[src/rtl/bgm_sequencer.sv]
// Background-music sequencer: steps through {track, step} note words in a
// synchronous memory at a fixed beat rate and drives per-channel tone frequencies.
module bgm_sequencer #(
  parameter int          CHANNELS  = 2,
  parameter int          NOTE_W    = 32,
  parameter int          TRACK_W   = 4,
  parameter int          STEP_W    = 8,
  parameter int          BEAT_DIV  = 12500000,
  parameter int unsigned REST_FREQ = 1
) (
  input  logic                         clk,
  input  logic                         rst,
  input  logic                         en,
  input  logic [TRACK_W-1:0]           track,
  input  logic                         loop_en,
  output logic [TRACK_W+STEP_W-1:0]    mem_addr,
  input  logic [CHANNELS*NOTE_W:0]     mem_data,
  output logic [CHANNELS*NOTE_W-1:0]   freq,
  output logic                         playing,
  output logic                         done
);

  localparam int FW    = CHANNELS * NOTE_W;
  localparam int CNT_W = $clog2(BEAT_DIV);
  localparam logic [NOTE_W-1:0] REST     = NOTE_W'(REST_FREQ);
  localparam logic [FW-1:0]     REST_ALL = {CHANNELS{REST}};
  localparam logic [CNT_W-1:0]  LAST     = CNT_W'(BEAT_DIV - 1);

  typedef enum logic [2:0] {
    S_IDLE,
    S_FETCH,
    S_LATCH,
    S_PLAY,
    S_DONE
  } state_t;

  state_t               state_q, state_d;
  logic [STEP_W-1:0]    step_q, step_d;
  logic [CNT_W-1:0]     beat_q, beat_d;
  logic [TRACK_W-1:0]   trk_q, trk_d;
  logic [FW-1:0]        freq_q, freq_d;
  logic                 playing_q, playing_d;
  logic                 done_q, done_d;
  logic                 end_flag;

  assign end_flag = mem_data[FW];
  assign mem_addr = {trk_q, step_q};
  assign freq     = freq_q;
  assign playing  = playing_q;
  assign done     = done_q;

  // en=0 outranks a track change, which in turn outranks per-state handling.
  always_comb begin
    state_d = state_q;
    step_d  = step_q;
    beat_d  = beat_q;
    trk_d   = trk_q;
    freq_d  = freq_q;
    if (!en) begin
      state_d = S_IDLE;
      step_d  = '0;
      beat_d  = '0;
      freq_d  = REST_ALL;
    end else if (state_q != S_IDLE && track != trk_q) begin
      state_d = S_FETCH;
      trk_d   = track;
      step_d  = '0;
      beat_d  = '0;
      freq_d  = REST_ALL;
    end else begin
      unique case (state_q)
        S_IDLE: begin
          state_d = S_FETCH;
          trk_d   = track;
          step_d  = '0;
          beat_d  = '0;
        end
        S_FETCH: begin
          state_d = S_LATCH;
          beat_d  = beat_q + 1'b1;
        end
        S_LATCH: begin
          beat_d = beat_q + 1'b1;
          if (!end_flag) begin
            state_d = S_PLAY;
            for (int unsigned k = 0; k < CHANNELS; k++) begin
              freq_d[k*NOTE_W +: NOTE_W] = (mem_data[k*NOTE_W +: NOTE_W] == '0)
                                           ? REST : mem_data[k*NOTE_W +: NOTE_W];
            end
          end else if (loop_en && step_q != '0) begin
            state_d = S_FETCH;
            step_d  = '0;
            beat_d  = '0;
          end else begin
            state_d = S_DONE;
            freq_d  = REST_ALL;
          end
        end
        S_PLAY: begin
          if (beat_q == LAST) begin
            state_d = S_FETCH;
            step_d  = step_q + 1'b1;
            beat_d  = '0;
          end else begin
            beat_d = beat_q + 1'b1;
          end
        end
        S_DONE: begin
          state_d = S_DONE;
        end
        default: begin
          state_d = S_IDLE;
          step_d  = '0;
          beat_d  = '0;
          freq_d  = REST_ALL;
        end
      endcase
    end
  end

  always_comb begin
    playing_d = (state_d == S_FETCH) || (state_d == S_LATCH) || (state_d == S_PLAY);
    done_d    = (state_d == S_DONE);
  end

  always_ff @(posedge clk or posedge rst) begin
    if (rst) begin
      state_q   <= S_IDLE;
      step_q    <= '0;
      beat_q    <= '0;
      trk_q     <= '0;
      freq_q    <= REST_ALL;
      playing_q <= 1'b0;
      done_q    <= 1'b0;
    end else begin
      state_q   <= state_d;
      step_q    <= step_d;
      beat_q    <= beat_d;
      trk_q     <= trk_d;
      freq_q    <= freq_d;
      playing_q <= playing_d;
      done_q    <= done_d;
    end
  end

endmodule

[config.mk]
export PLATFORM = sky130hd
export DESIGN_NAME = bgm_sequencer
export DESIGN_NICKNAME = d
export VERILOG_FILES = /design/src/rtl/bgm_sequencer.sv
export SDC_FILE = /design/constraint.sdc
export NUM_CORES = 1
export LEC_CHECK = 0
export ABC_AREA = 1
export BUFFER_PORTS_ARGS = -buffer_cell sky130_fd_sc_hd__buf_2
export CAP_MARGIN = 10
export CORE_MARGIN = 2
export CORE_UTILIZATION = 55
export CTS_CLUSTER_SIZE = 16
export DETAILED_ROUTE_END_ITERATION = 10
export PLACE_DENSITY = 0.83
export SLEW_MARGIN = 20
export SYNTH_ARGS = -nofsm -noshare
export SYNTH_HDL_FRONTEND = slang
export SYNTH_SLANG_ARGS = --single-unit
[constraint.sdc]
create_clock -name clk -period 5.7 [get_ports clk]
set_input_delay 0.57 -clock clk [delete_from_list [all_inputs] [get_ports clk]]
set_output_delay 0.57 -clock clk [all_outputs]
set_load 0.01 [all_outputs]
Yosys cells after proc, flatten, opt, wreduce, memory -nomap -nowiden
Cells that the tools add are included.

word-level totals
  register bits after elaboration = 105
  bits in latches = 0
  RAM bits = 0
  memory bits (read-only) = 0
  bits of input ports = 73
  memories kept = 0

cells by class
  $add $sub $neg = 2
  $mul = 0
  divide/modulo/power cells = 0
  $lt $le $gt $ge = 0
  equality and inequality tests = 17
  shift operators = 0
  mux-type cells = 27
  bitwise operators = 0
  reductions and logical operators = 15

operators with widths
  cell                                                   number
  two-way mux 64 bit                                     4
  case mux 64 bit (2 select lines)                       1
  two-way mux 24 bit                                     5
  case mux 24 bit (4 select lines)                       1
  zero test 32 bit                                       2
  two-way mux 32 bit                                     2
  two-way mux 8 bit                                      5
  adder 24 x 1 -> 24 bit, second input constant          1
  == test 24 bit, second input constant                  1
  case mux 8 bit (3 select lines)                        1
  two-way mux 3 bit                                      5
  case mux 3 bit (5 select lines)                        1
  == test 3 x 2 -> 1 bit, second input constant          4
  inequality test 4 bit, second input constant           3
  adder 8 x 1 -> 8 bit, second input constant            1
  two-way mux 4 bit                                      2
  nonzero test 8 bit                                     1
  == test 3 x 1 -> 1 bit, second input constant          2
  == test 3 bit, second input constant                   2
  inequality test 3 x 2 -> 1 bit, second input constant  2
  inequality test 5 bit, second input constant           1
  inequality test 4 bit                                  1
  AND reduction 2 bit                                    2
  AND reduction 4 bit                                    1
  8 further kinds                                        10

Logic depth before layout (Yosys ltp)
  depth after elaboration = 10
  depth in mapped cells = 13
  depth with buffers taken out = 11

Worst setup path after synthesis
OpenSTA, ideal clock, no wires.

  path kind = input -> register
  start = in track[1]
  end = reg beat_q[12]
  library setup time = 0.117 ns
  arrival = 1.571 ns
  required time = 5.583 ns
  setup slack = 4.012 ns
  cell stages on the path = 13
  path through = inv_1 > nand2_1 > nand2_1 > nor2_1 > nand2_1 > nand2_2 > buf_6 > nand3_4 > buf_4 > nand3_1 > nand2_1 > nand2_1 > nor2_1

on the way
  cells in the longest elaborated chain, start to end = 4
  elaborated cells on any way between the ends = 5
  classes of those cells = eq/ne (2); mux (2); reduce/logical (1)

RTL lines
  item                       line  RTL
  from (decl)                14    input logic [TRACK_W-1:0] track,
  inequality test 4 bit (*)  64    end else if (state_q != S_IDLE && track != trk_q) begin
  logical AND 1 bit (*)      64
  two-way mux 24 bit         64
  two-way mux 24 bit         59    if (!en) begin
  to (signal assigned)       138   beat_q <= beat_d;
  to (decl)                  39    logic [CNT_W-1:0] beat_q, beat_d;

Mark *: on every way between the ends. The rest lies on a longest branch, timed or not.
A chain may end at the register's enable or synchronous reset.

Worst setup path after layout
  start = reg state_q[0]
  end = reg freq_q[32] (netlist: freq[32])

on the way
  cells in the longest elaborated chain, start to end = 5
  elaborated cells on any way between the ends = 14
  classes of those cells = eq/ne (6); mux (3); reduce/logical (5)

RTL lines
  item                                            line  RTL
  from (decl)                                     37    state_t state_q, state_d;
  from (signal assigned)                          136   state_q <= state_d;
  == test 3 x 2 -> 1 bit (tied with other cells)  71    unique case (state_q)
  OR reduction 4 bit (no source line)             --
  case mux 64 bit (2 select lines)                71
  two-way mux 64 bit                              64
  two-way mux 64 bit                              59
  to (signal assigned)                            140   freq_q <= freq_d;
  to (decl)                                       41    logic [FW-1:0] freq_q, freq_d;

Parallel ways exist; a longest one is shown, timed or not.

==> flow_metrics.env <==
export IMPL_finalHoldViolations=0
export IMPL_final_cells=1025
export IMPL_p_per_area_nw_per_um2=220.7
export IMPL_cts_resized_gates=0
export IMPL_sequentialPowerShare_pct=54.0
export IMPL_n_antenna_cell=0
export IMPL_fillers=870
export IMPL_crit_type="reg2reg"
export IMPL_detail_route_wl_per_cell_um=12.42
export IMPL_combPwrFrac_pct=14.7
export IMPL_end_kind="flop"
export IMPL_critPathRequiredTime_ns=6.01
export IMPL_htreeDepth=3
export IMPL_tightestPinTransition_ns=0.7266
export IMPL_run_status="finished, final reports clean"
export IMPL_cp_arrival_ns=2.51
export IMPL_switching_power_uw=440.9
export IMPL_intPower_uw=991.1
export IMPL_overflow=0
export IMPL_syn_nets=826
export IMPL_yosys_cell_types_count=35
export IMPL_ys_ff_latch=105
export IMPL_hpwl_mm=8.992
export IMPL_clockBufferDepth=2
export IMPL_fin_crit_sh_pct=38.52
export IMPL_drive_above_1_share_pct=21.75
export IMPL_power_leakage_nw=3.750
export IMPL_gp_congestion=0.8407
export IMPL_yosys_warnings=0
export IMPL_detail_route_vias_per_cell=5.084
export IMPL_cts_setup_buffers=0
export IMPL_wirelength_mm=12.73
export IMPL_io_buffer_count=150
export IMPL_groute_usage_overall_pct=23.79
export IMPL_worstPathCellList="nor2_2 > nand2_2 > nand2_2 > nand2_4 > nor3_4 > buf_6 > nand2_1 > nand2_1 > inv_1"
export IMPL_via_count=5211
export IMPL_syn_area_sq_um=5520
export IMPL_slew_viol_final=0
export IMPL_switching_share_pct=30.79
export IMPL_cpPeakStageDelay_ns=0.47
export IMPL_synth_cells=750
export IMPL_grt_pass1_vias=4764
export IMPL_clk_pin_slew_worst_paths_ns=0.10
export IMPL_cts_tree="done"
export IMPL_irDropWorstVdd_mv=0.1236
export IMPL_cts_root_buf="clkbuf_8"
export IMPL_clk_latency_ns=0.37
export IMPL_ys_seq_area_share_pct=47.64
export IMPL_finClkSkew_ns=0.01376
export IMPL_maxCapViolCount=0
export IMPL_path_max_fanout=20
export IMPL_drtAntennaViolNets=0
export IMPL_fmax_mhz=455.5
export IMPL_dieHeight_um=104.2
export IMPL_antenna_found_initial=0
export IMPL_finalCriticalPeriod_ns=2.195
export IMPL_clock_power_share_pct=31.3
export IMPL_hold_path_class="in2async"
export IMPL_avgSynthCellArea_sq_um=7.360
export IMPL_core_area_sq_um=9774
export IMPL_rsz0062_at_grt="no"
export IMPL_cts_buffers_inserted=9
export IMPL_drc=0
export IMPL_dr_pass1_iters=5
export IMPL_cp_start_kind="flop"
export IMPL_grt_pass1_wl_mm=21.50
export IMPL_num_nets_final=963
export IMPL_placed_cells=1007
export IMPL_num_io_pins=151
export IMPL_dr_first_iter_drc_count=301
export IMPL_start_util_pct=56.48
export IMPL_grt_max_degree=84
export IMPL_num_rows=36
export IMPL_die_area_sq_um=10850
export IMPL_clkSinkCount=105
export IMPL_slew_headroom_pct=51.56
export IMPL_die_x_um=104.2
export IMPL_hold_buffers=0
export IMPL_setup_violations=0
export IMPL_area_growth_syn_to_layout_pct=17.54
export IMPL_setup_tns_final_ns=0
export IMPL_cp_slowest_cell="nor3_4"
[cell type report]
class	count	area, sq um	area share [%]
sequential	105	2630	40.53
multi-input combinational	540	2414	37.20
timing repair buffer	155	803.3	12.38
inverter	76	287.8	4.435
tap	133	166.4	2.565
clock buffer	10	127.6	1.967
clock inverter	6	60.06	0.9256
[synth_stat cells]
cell type | n | area share (%)
nor3_1 | 8 | 0.73
o21ai_2 | 1 | 0.16
a31oi_1 | 1 | 0.11
nor3_4 | 2 | 0.59
inv_2 | 3 | 0.20
nand3_1 | 102 | 9.2
o21ai_0 | 5 | 0.45
nor4_1 | 1 | 0.11
nor2_4 | 1 | 0.20
buf_4 | 4 | 0.54
clkbuf_1 | 4 | 0.27
nand3_2 | 1 | 0.18
or2_2 | 2 | 0.23
a21oi_2 | 1 | 0.16
nand4_1 | 19 | 2.2
o21ai_1 | 1 | 0.091
inv_1 | 73 | 5.0
ha_1 | 3 | 0.68
nor2_2 | 3 | 0.34
xor2_1 | 3 | 0.48
nand2_4 | 1 | 0.20
a21o_1 | 1 | 0.14
nand3_4 | 1 | 0.32
dfstp_2 | 2 | 0.95
nor3_2 | 1 | 0.18
nand3b_1 | 4 | 0.54
nand2_1 | 277 | 19
buf_2 | 12 | 1.1
a211oi_1 | 2 | 0.27
nand2_2 | 4 | 0.45
buf_6 | 9 | 1.8
a21oi_1 | 3 | 0.27
o211ai_1 | 1 | 0.14
dfrtp_1 | 103 | 47
nor2_1 | 91 | 6.2
[critical path: cells and delay by family (launching register included)]
| kind | cells | cell delay [ns] |
|---|---|---|
| buffers and inverters | 2 | 0.30 |
| flip-flops | 1 | 0.46 |
| AND/OR/NAND/NOR | 7 | 1.37 |
[per-layer routing]
layer,wire length (um),track usage (%),vias up
met2,6146,39.05,153
met1,5663,32.51,2418
met4,198,6.467,0
met3,719,4.574,17
li1,-,-,2623
met5,0,0,-
[power by group through the flow]
stage	clock (mW)	combinational, mW	sequential (mW)
4_1_cts	0.456	0.212	0.773
3_5_place_dp	0	0.211	0.787
5_1_grt	0.487	0.236	0.776
3_3_place_gp	0	0.210	0.787
6_report	0.448	0.210	0.774
2_1_floorplan	0	0.137	0.793
[cell families after synthesis]
kind of cell	synth area share (%)
adders and majority gates	0.6800
xor gates and xnor gates	0.4761
buffers and inverters	8.907
AOI/OAI and AO/OA	1.790
and+or+nand+nor	40.50
DFF	47.64
[layout by cell type, fill, tap and decap left out, drive strengths merged, types with 2 or more instances in the layout]
cell type	count
or2	2
dfstp	2
xor2	3
dfrtp	103
buf	155
inv	79
nand2	282
a21oi	4
nand3b	4
o21ai	7
nand3	104
nand4	19
nor2	95
clkbuf	10
clkinv	3
a211oi	2
nor3	11
ha	3
[state kept, by name, indices dropped and copies added (netlist names)]
name,count
beat_q,24
done,1
freq,64
playing,1
state_q,3
step_q,8
trk_q,4
[per-stage QoR]
| step | area, sq um | total power, mW | setup WS (ns) | hold WS, ns | util [%] |
|---|---|---|---|---|---|
| final | 6489 | 1.432 | 3.505 | 0.1456 | 66.39 |
| after floorplan | 5520 | 0.9302 | 2.373 | 0.4750 | - |
| after detailed placement | 6271 | 0.9985 | 2.960 | 0.4878 | 64.16 |
| after global placement | 6271 | 0.9968 | 3.033 | 0.4798 | 64.16 |
| after global routing | 6489 | 1.499 | 3.273 | 0.1562 | 66.39 |
| after CTS | 6459 | 1.441 | 3.206 | 0.1478 | 66.08 |
[path summary, 6_finish.rpt]
kind,startpoint,endpoint,slack (ns),cells after the start
max,state_q[0],freq[32],3.50,9
min,rst,freq[5],0.15,2
max reg2reg,state_q[0],freq[32],3.50,9
min reg2reg,freq[4],freq[4],0.51,2
max in group asynchronous,rst,freq[56],4.56,3
min in group clk,mem_data[17],freq[17],0.40,3
No activity file was read; power rests on OpenSTA's default activity.
